`src/rtl/regbank_pkg.sv`:
```
// Shared constants for the register bank and its write-port arbiter.
package regbank_pkg;

    // Default geometry of the register bank.
    localparam int DEF_ADDRESS_SIZE  = 5;
    localparam int DEF_REGISTER_SIZE = 8;

    // Legal range for the number of writeback requesters.
    localparam int MIN_REQ = 2;
    localparam int MAX_REQ = 8;

    // Width of an index into n requesters, never less than one bit.
    function automatic int idx_width(input int n);
        return (n > 1) ? $clog2(n) : 1;
    endfunction

endpackage

```
`src/rtl/rr_arbiter.sv`:
```
// Combinational round-robin arbiter: one-hot grant to the first requester
// found when scanning from last+1 upwards, wrapping modulo N.
module rr_arbiter
    import regbank_pkg::*;
#(
    parameter int N = 2
) (
    input  logic [N-1:0]              req,
    input  logic                      enable,
    input  logic [idx_width(N)-1:0]   last,
    output logic [N-1:0]              grant
);

    localparam int IW = idx_width(N);

    logic [IW-1:0] pos;
    logic          found;

    // Rotating priority scan; the most recently granted index is checked last.
    always_comb begin
        grant = '0;
        found = 1'b0;
        pos   = '0;
        for (int k = 1; k <= N; k++) begin
            pos = IW'((int'(last) + k) % N);
            if (enable && !found && req[pos]) begin
                grant[pos] = 1'b1;
                found      = 1'b1;
            end
        end
    end

endmodule

```
`src/rtl/register_write_arbiter.sv`:
```
// Shares the single write port of register_bank between NUM_REQ writeback
// requesters: round-robin grant, one registered write stage, and
// combinational bypass flags for the bank's two read ports.
//
// Handshake: requester i presents req_valid[i] with stable addr/data until
// the transfer; req_ready[i] is combinational from req_valid, hold and the
// last-grant pointer; a transfer happens on a rising edge where both are 1.
module register_write_arbiter
    import regbank_pkg::*;
#(
    parameter int NUM_REQ       = 2,
    parameter int ADDRESS_SIZE  = DEF_ADDRESS_SIZE,
    parameter int REGISTER_SIZE = DEF_REGISTER_SIZE
) (
    input  logic                               clk,
    input  logic                               reset,
    input  logic                               hold,
    input  logic [NUM_REQ-1:0]                 req_valid,
    output logic [NUM_REQ-1:0]                 req_ready,
    input  logic [NUM_REQ*ADDRESS_SIZE-1:0]    req_addr,
    input  logic [NUM_REQ*REGISTER_SIZE-1:0]   req_data,
    output logic                               write,
    output logic [ADDRESS_SIZE-1:0]            addr_in,
    output logic [REGISTER_SIZE-1:0]           data_in,
    input  logic [ADDRESS_SIZE-1:0]            addr_out1,
    input  logic [ADDRESS_SIZE-1:0]            addr_out2,
    output logic                               fwd_hit1,
    output logic                               fwd_hit2,
    output logic [idx_width(NUM_REQ)-1:0]      grant_id
);

    localparam int IW = idx_width(NUM_REQ);

    // Last-grant pointer and output write stage.
    logic [IW-1:0]            last_q, last_d;
    logic                     write_q, write_d;
    logic [ADDRESS_SIZE-1:0]  addr_q, addr_d;
    logic [REGISTER_SIZE-1:0] data_q, data_d;
    logic [IW-1:0]            gid_q, gid_d;

    // Arbiter result decoded into an index plus the winner's payload.
    logic [NUM_REQ-1:0]       grant;
    logic                     arb_en;
    logic                     win_valid;
    logic [IW-1:0]            win_idx;
    logic [ADDRESS_SIZE-1:0]  win_addr;
    logic [REGISTER_SIZE-1:0] win_data;

    // Grants are suppressed while stalled or while reset is held low.
    assign arb_en = !hold && reset;

    rr_arbiter #(
        .N (NUM_REQ)
    ) u_rr_arbiter (
        .req    (req_valid),
        .enable (arb_en),
        .last   (last_q),
        .grant  (grant)
    );

    // The arbiter only grants valid requesters, so every grant is a transfer.
    assign req_ready = grant;

    // Decode the one-hot grant into an index and select that requester's payload.
    always_comb begin
        win_valid = 1'b0;
        win_idx   = '0;
        win_addr  = '0;
        win_data  = '0;
        for (int i = 0; i < NUM_REQ; i++) begin
            if (grant[i]) begin
                win_valid = 1'b1;
                win_idx   = IW'(i);
                win_addr  = req_addr[i*ADDRESS_SIZE +: ADDRESS_SIZE];
                win_data  = req_data[i*REGISTER_SIZE +: REGISTER_SIZE];
            end
        end
    end

    // Next state: a transfer loads the write stage for exactly one cycle;
    // otherwise the write pulse drops and the payload holds.
    always_comb begin
        last_d  = last_q;
        write_d = 1'b0;
        addr_d  = addr_q;
        data_d  = data_q;
        gid_d   = gid_q;
        if (win_valid) begin
            last_d  = win_idx;
            write_d = 1'b1;
            addr_d  = win_addr;
            data_d  = win_data;
            gid_d   = win_idx;
        end
    end

    // State registers; reset drops any in-flight write at once and points
    // last at NUM_REQ-1 so requester 0 has first priority.
    always_ff @(posedge clk or negedge reset) begin
        if (!reset) begin
            last_q  <= IW'(NUM_REQ - 1);
            write_q <= 1'b0;
            addr_q  <= '0;
            data_q  <= '0;
            gid_q   <= '0;
        end else begin
            last_q  <= last_d;
            write_q <= write_d;
            addr_q  <= addr_d;
            data_q  <= data_d;
            gid_q   <= gid_d;
        end
    end

    assign write    = write_q;
    assign addr_in  = addr_q;
    assign data_in  = data_q;
    assign grant_id = gid_q;

    // Bypass: a read coinciding with the in-flight write should take data_in.
    assign fwd_hit1 = write_q && (addr_q == addr_out1);
    assign fwd_hit2 = write_q && (addr_q == addr_out2);

endmodule

```
`config.mk`:
```
export PLATFORM = sky130hd
export DESIGN_NAME = register_write_arbiter
export DESIGN_NICKNAME = d
export VERILOG_FILES = /design/src/rtl/regbank_pkg.sv /design/src/rtl/rr_arbiter.sv /design/src/rtl/register_write_arbiter.sv
export SDC_FILE = /design/constraint.sdc
export NUM_CORES = 1
export LEC_CHECK = 0
export CAP_MARGIN = 25
export CORE_MARGIN = 4
export CORE_UTILIZATION = 60
export DETAILED_ROUTE_END_ITERATION = 8
export DONT_BUFFER_PORTS = 1
export GPL_TIMING_DRIVEN = 0
export HOLD_SLACK_MARGIN = 0.08
export PLACE_DENSITY = 0.76
export SLEW_MARGIN = 10
export SYNTH_ARGS = -nofsm -noshare
export SYNTH_HDL_FRONTEND = slang
export SYNTH_SLANG_ARGS = --single-unit
```
`constraint.sdc`:
```
create_clock -name clk -period 1.7 [get_ports clk]
set_input_delay 0.17 -clock clk [delete_from_list [all_inputs] [get_ports clk]]
set_output_delay 0.17 -clock clk [all_outputs]
set_load 0.02 [all_outputs]
```
-- Yosys cells after proc, flatten, opt, wreduce, memory -nomap -nowiden
Index checks and enable logic that the tools add are counted.
- bits of input ports: 41
- word-level logic and storage cells: 43
- flip-flop bits (word level): 16
- reduce and logical (&&, ||, !) cells: 10
- bitwise logic cells: 1
- equal/unequal tests: 2
- order comparisons: 4
- add/sub/neg operators: 2
- mux-type cells: 19
- operators with widths (cell ; count):
    8-bit two-way mux ; 2
    1-bit two-way mux ; 11
    5-bit equality test ; 2
    5-bit two-way mux ; 2
    1-bit logical AND ; 8
    1-bit by 2-bit < comparator with 1-bit output (second input constant) ; 2
    2-bit two-way mux ; 2
    1-bit adder (second input constant) ; 2
    1-bit demux with 1-bit select ; 2
    1-bit >= comparator (second input constant) ; 2
    1-bit logical NOT ; 2
    2-bit bitwise OR ; 1

-- Longest topological paths before layout
Gate-level depths: netlist of run 1.
- word-level depth: 12
- mapped depth: 6

-- Modules after synthesis
A second synthesis of run 1 with hierarchy kept.
- cells, all modules: 84
- area total of the unflattened synthesis: 847.1 um^2
- by module, submodules not included (module ; cells each ; times used ; seq. area each (um^2) ; area each (um^2)):
    register_write_arbiter ; 79 ; 1 ; 401.6 ; 825.8
    rr_arbiter ; 5 ; 1 ; 0.0 ; 21.3

-- Worst setup path before layout of run 1
OpenSTA, ideal clock, no wires.
- kind: register -> output
- from: register addr_q[2] (netlist: addr_in[2])
- to: output port fwd_hit1
- arrival time: 1.181 ns
- setup slack: 0.349 ns
- cell stages (with the launch flop): 4
- required time: 1.530 ns
- path buffers: 0
- cells stage by stage: dfrtp_1 -> xor2_1 -> nor4_1 -> and3_1
- cells in the longest elaborated chain, start to end: 2
- RTL lines (element ; line ; text):
    from (decl) ; register_write_arbiter.sv:37 ; logic [ADDRESS_SIZE-1:0] addr_q, addr_d;
    from (signal assigned) ; register_write_arbiter.sv:109 ; addr_q <= addr_d;
    5-bit equality test ; register_write_arbiter.sv:121 ; assign fwd_hit1 = write_q && (addr_q == addr_out1);
    1-bit logical AND ; register_write_arbiter.sv:121 ;
    to (decl) ; register_write_arbiter.sv:27 ; output logic fwd_hit1,
Every way passes these cells.

-- Worst setup path in the final report of run 1
- from: register addr_q[0] (netlist: addr_in[0])
- to: output port fwd_hit2
- cells in the longest elaborated chain, start to end: 2
- RTL lines (element ; line ; text):
    5-bit equality test ; register_write_arbiter.sv:122 ; assign fwd_hit2 = write_q && (addr_q == addr_out2);
    1-bit logical AND ; register_write_arbiter.sv:122 ;
    to (decl) ; register_write_arbiter.sv:28 ; output logic fwd_hit2,
Every way passes these cells.

==> results.md, run 1 <==
* Run status: finished clean
* Half-perimeter wire length after detailed placement at 1890 µm
* Top area cells in the synthesized netlist: dfrtp_1 (37%), o2111ai_1 (11%), o211ai_2 (9.8%)
* Number of inserted diodes at 0
* Detailed router's first-iteration violation count at 17
* Root buffer cell: clkbuf_4
* Number of synthesis warnings at 0
* Reg2Reg Depth at 4
* Maximum vdd ir drop at 0.570 mV
* Register-to-Register Setup Slack at 270 ps
* Leading register cell type out of synthesis: dfrtp_1
* Horizontal die dimension at 49.3 µm
* Final Cell Area at 1250 µm²
* Number of vias after detailed routing at 909
* Top-level I/O count at 60
* Final-layout fill cell count at 106
* Fin. max-slew vios at 0
* Total die area at 2430 µm²
* DRT Pass-1 Iters at 4
* Placer's final routability congestion estimate at 0.769
* Worst slew pin tran at 704 ps
* Post-route DRC violation count at 0
* Most common library cells after synthesis: inv_1 (16), dfrtp_1 (15), o2111ai_1 (13), o21ai_0 (12)
* Fin crit share at 98.8%
* Clock tree from TritonCTS: built
* Placed Instances at 121
* Unrepaired setup endpoints after global routing: true
* Multi-input logic area at 510 µm²
* Count of flip-flops with a built-in enable after synthesis at 0
* Class of the tightest hold or removal check: in2reg
* Per-cell routed wire length at 19.3 µm
* Max frequency at 596 MHz
* Worst-case headroom to the max-slew limit at 52.9%
* Power density cells at 888 nW/µm²
* Drt total wl at 2740 µm
* Clock sink total at 16
* Top-count cell post-synth: inv_1
* Sequential standard cell area at 408 µm²
* Final setup fails at 0
* Number of buffers added by the clock tree synthesis step at 3
* Number of H-tree branching levels at 1
* Pin count of the biggest net entering global routing at 17
* GRT Resource Usage Total at 23.5%
* Share of synthesized area occupied by flip-flops and latches at 39.2%
* Synthesized netlist net count at 146
* Max_cap viols at 0
* Chip height at 49.3 µm
* Final-report hold violation count at 0
* Sum of overflow across all layers after global routing at 0
* Mean area per synthesized cell at 9.75 µm²
* Clock network latency to the later pin of the worst-skew pair at 280 ps
* Final setup skew at 3.01 ps
* Class of the most critical setup path: reg2out
* Area fraction of the dominant cell type after synthesis at 36.7%
* Min cycle time layout at 1680 ps
* Clock Path Buffers at 2
* Core area at 1560 µm²
* CP Capture Type: primary output
* Ratio of cells with drive above 1 in the final layout at 25.4%
* Starting density of the core at 65.7%
* Vias in the first global route at 978
* Final TNS setup at 0 ps
* Post-CTS clock slew at the launch and capture registers of the worst setup and hold paths at 100 ps
* First-pass GRT wire length at 4490 µm
* Vias per cell at 6.40
* Cell depth of the worst hold path at 2
* Type of element launching the critical path: flip-flop
* Critical path arrival at 1510 ps
* Flops & latches, synth at 16
* Yosys cell types at 26
* Share of async-settable or async-resettable flops after synthesis at 100%
* Gate count after technology mapping at 105
* Core Rows at 14
* Fin cells at 142
* Number of antenna violations at the first check in global routing at 0
* Leakage at 0.000584 µW
* Number of I/O port buffers at 0
* Area added between synthesis and finish at 22.6%
* Worst Path Required at 1530 ps
* Number of nets with antenna violations after routing at 0
* Post-synthesis instance area at 1020 µm²
* Area after detailed placement at 1040 µm²
* Net count, final at 168
* Library cell occupying the most area in the post-synthesis netlist: dfrtp_1
* Largest fanout of any net on the critical path at 4
==> cells by family (layout without fill, tap and decap cells) <==
logic type / after synthesis / after routing / synth area share, %
AND/OR/NAND/NOR: 11 / 11 / 7.33
XOR/XNOR: 10 / 10 / 8.56
AO/OA/AOI/OAI: 42 / 42 / 33.3
buffers and inverters: 26 / 47 / 11.6
flip-flops: 16 / 16 / 39.2
==> what timing repair did <==
item                                    in CTS  in global routing
gates resized for setup                      8                  1
endpoints found under the hold margin       28                  2
hold buffers                                13                  2
buffers inserted                             0                  3
endpoints found under the setup margin       3                  3
pin swaps                                    0                  7
==> cell usage in the layout (no fill, tap or decap), drive strengths merged <==
cell and instances:
xnor2 2, and2b 1, dfrtp 15, nand2b 1
o2111ai 13, clkbuf 7, o22a 1, dlygate4sd3 15
nor4 2, and3b 1, nor2 2, inv 16
dfstp 1, and3 2, xor2 8, o211ai 13
nand2 2, o211a 1, o21ai 14, buf 9
==> per-layer routing <==
| layer | vias to the layer above | track usage [%] | share of wire (%) |
|---|---|---|---|
| li1 | 423 | - | - |
| met1 | 445 | 29.3 | 39 |
| met2 | 39 | 39.5 | 52 |
| met3 | 2 | 6.42 | 8.6 |
| met4 | 0 | 6.16 | 0.36 |
| met5 | - | 0 | 0 |
==> layout make-up <==
class / count / share of cell area, %
Multi-Input combinational cell: 63 / 40.7
Sequential cell: 16 / 32.5
Timing Repair Buffer: 18 / 13.8
Inverter: 16 / 4.79
Buffer: 9 / 4.59
Clock buffer: 4 / 2.09
Tap cell: 16 / 1.60
==> per-stage QoR <==
stage | utilization, % | setup WS, ps | hold slack (ps) | power [µW]
2_1_floorplan | - | 349 | -126 | 801
3_3_place_gp | 66.9 | 267 | -125 | 843
3_5_place_dp | 66.9 | 240 | -125 | 860
4_1_cts | 77.7 | 4.56 | 84.0 | 1100
5_1_grt | 80.5 | -96.0 | 89.7 | 1190
6_report | 80.5 | 21.0 | 95.6 | 1110
==> final timing paths <==
| check | from | to |
|---|---|---|
| hold / removal | req_addr[3] | addr_in[3]$_DFFE_PN0P_ |
| max in group asynchronous | reset | addr_in[3]$_DFFE_PN0P_ |
| setup / recovery | addr_in[0]$_DFFE_PN0P_ | fwd_hit2 |
| setup reg to reg | last_q$_DFFE_PN1P_ | addr_in[2]$_DFFE_PN0P_ |
| hold reg to reg | grant_id$_DFFE_PN0P_ | grant_id$_DFFE_PN0P_ |
| min in group asynchronous | reset | addr_in[2]$_DFFE_PN0P_ |
==> state kept, by name, indices dropped and copies added, names as in the netlist <==
name and flops:
data_in 8, addr_in 5, grant_id 1, last_q 1, write 1
==> power breakdown <==
part | internal, µW | switching [µW]
logic | 138 | 145
clock network | 90.9 | 117
registers | 462 | 161
total | 691 | 423
==> critical path, cell delays in order (launching register included) <==
cell and delay, ps:
dfrtp_2 490, xor2_1 170, nor4_1 280, and3_2 280
Note: power is estimated with default switching activity, not from simulation.
==> run 2, diff against run 1 <==
--- a/config.mk
+++ b/config.mk
@@ -5,11 +5,11 @@
 export SDC_FILE = /design/constraint.sdc
 export NUM_CORES = 1
 export LEC_CHECK = 0
-export CAP_MARGIN = 25
 export CORE_MARGIN = 4
 export CORE_UTILIZATION = 60
 export DETAILED_ROUTE_END_ITERATION = 8
 export DONT_BUFFER_PORTS = 1
+export GPL_ROUTABILITY_DRIVEN = 1
 export GPL_TIMING_DRIVEN = 0
 export HOLD_SLACK_MARGIN = 0.08
 export PLACE_DENSITY = 0.76
==> results of run 2 <==
No change in the layout: final DEF, timing and power equal those of run 1.
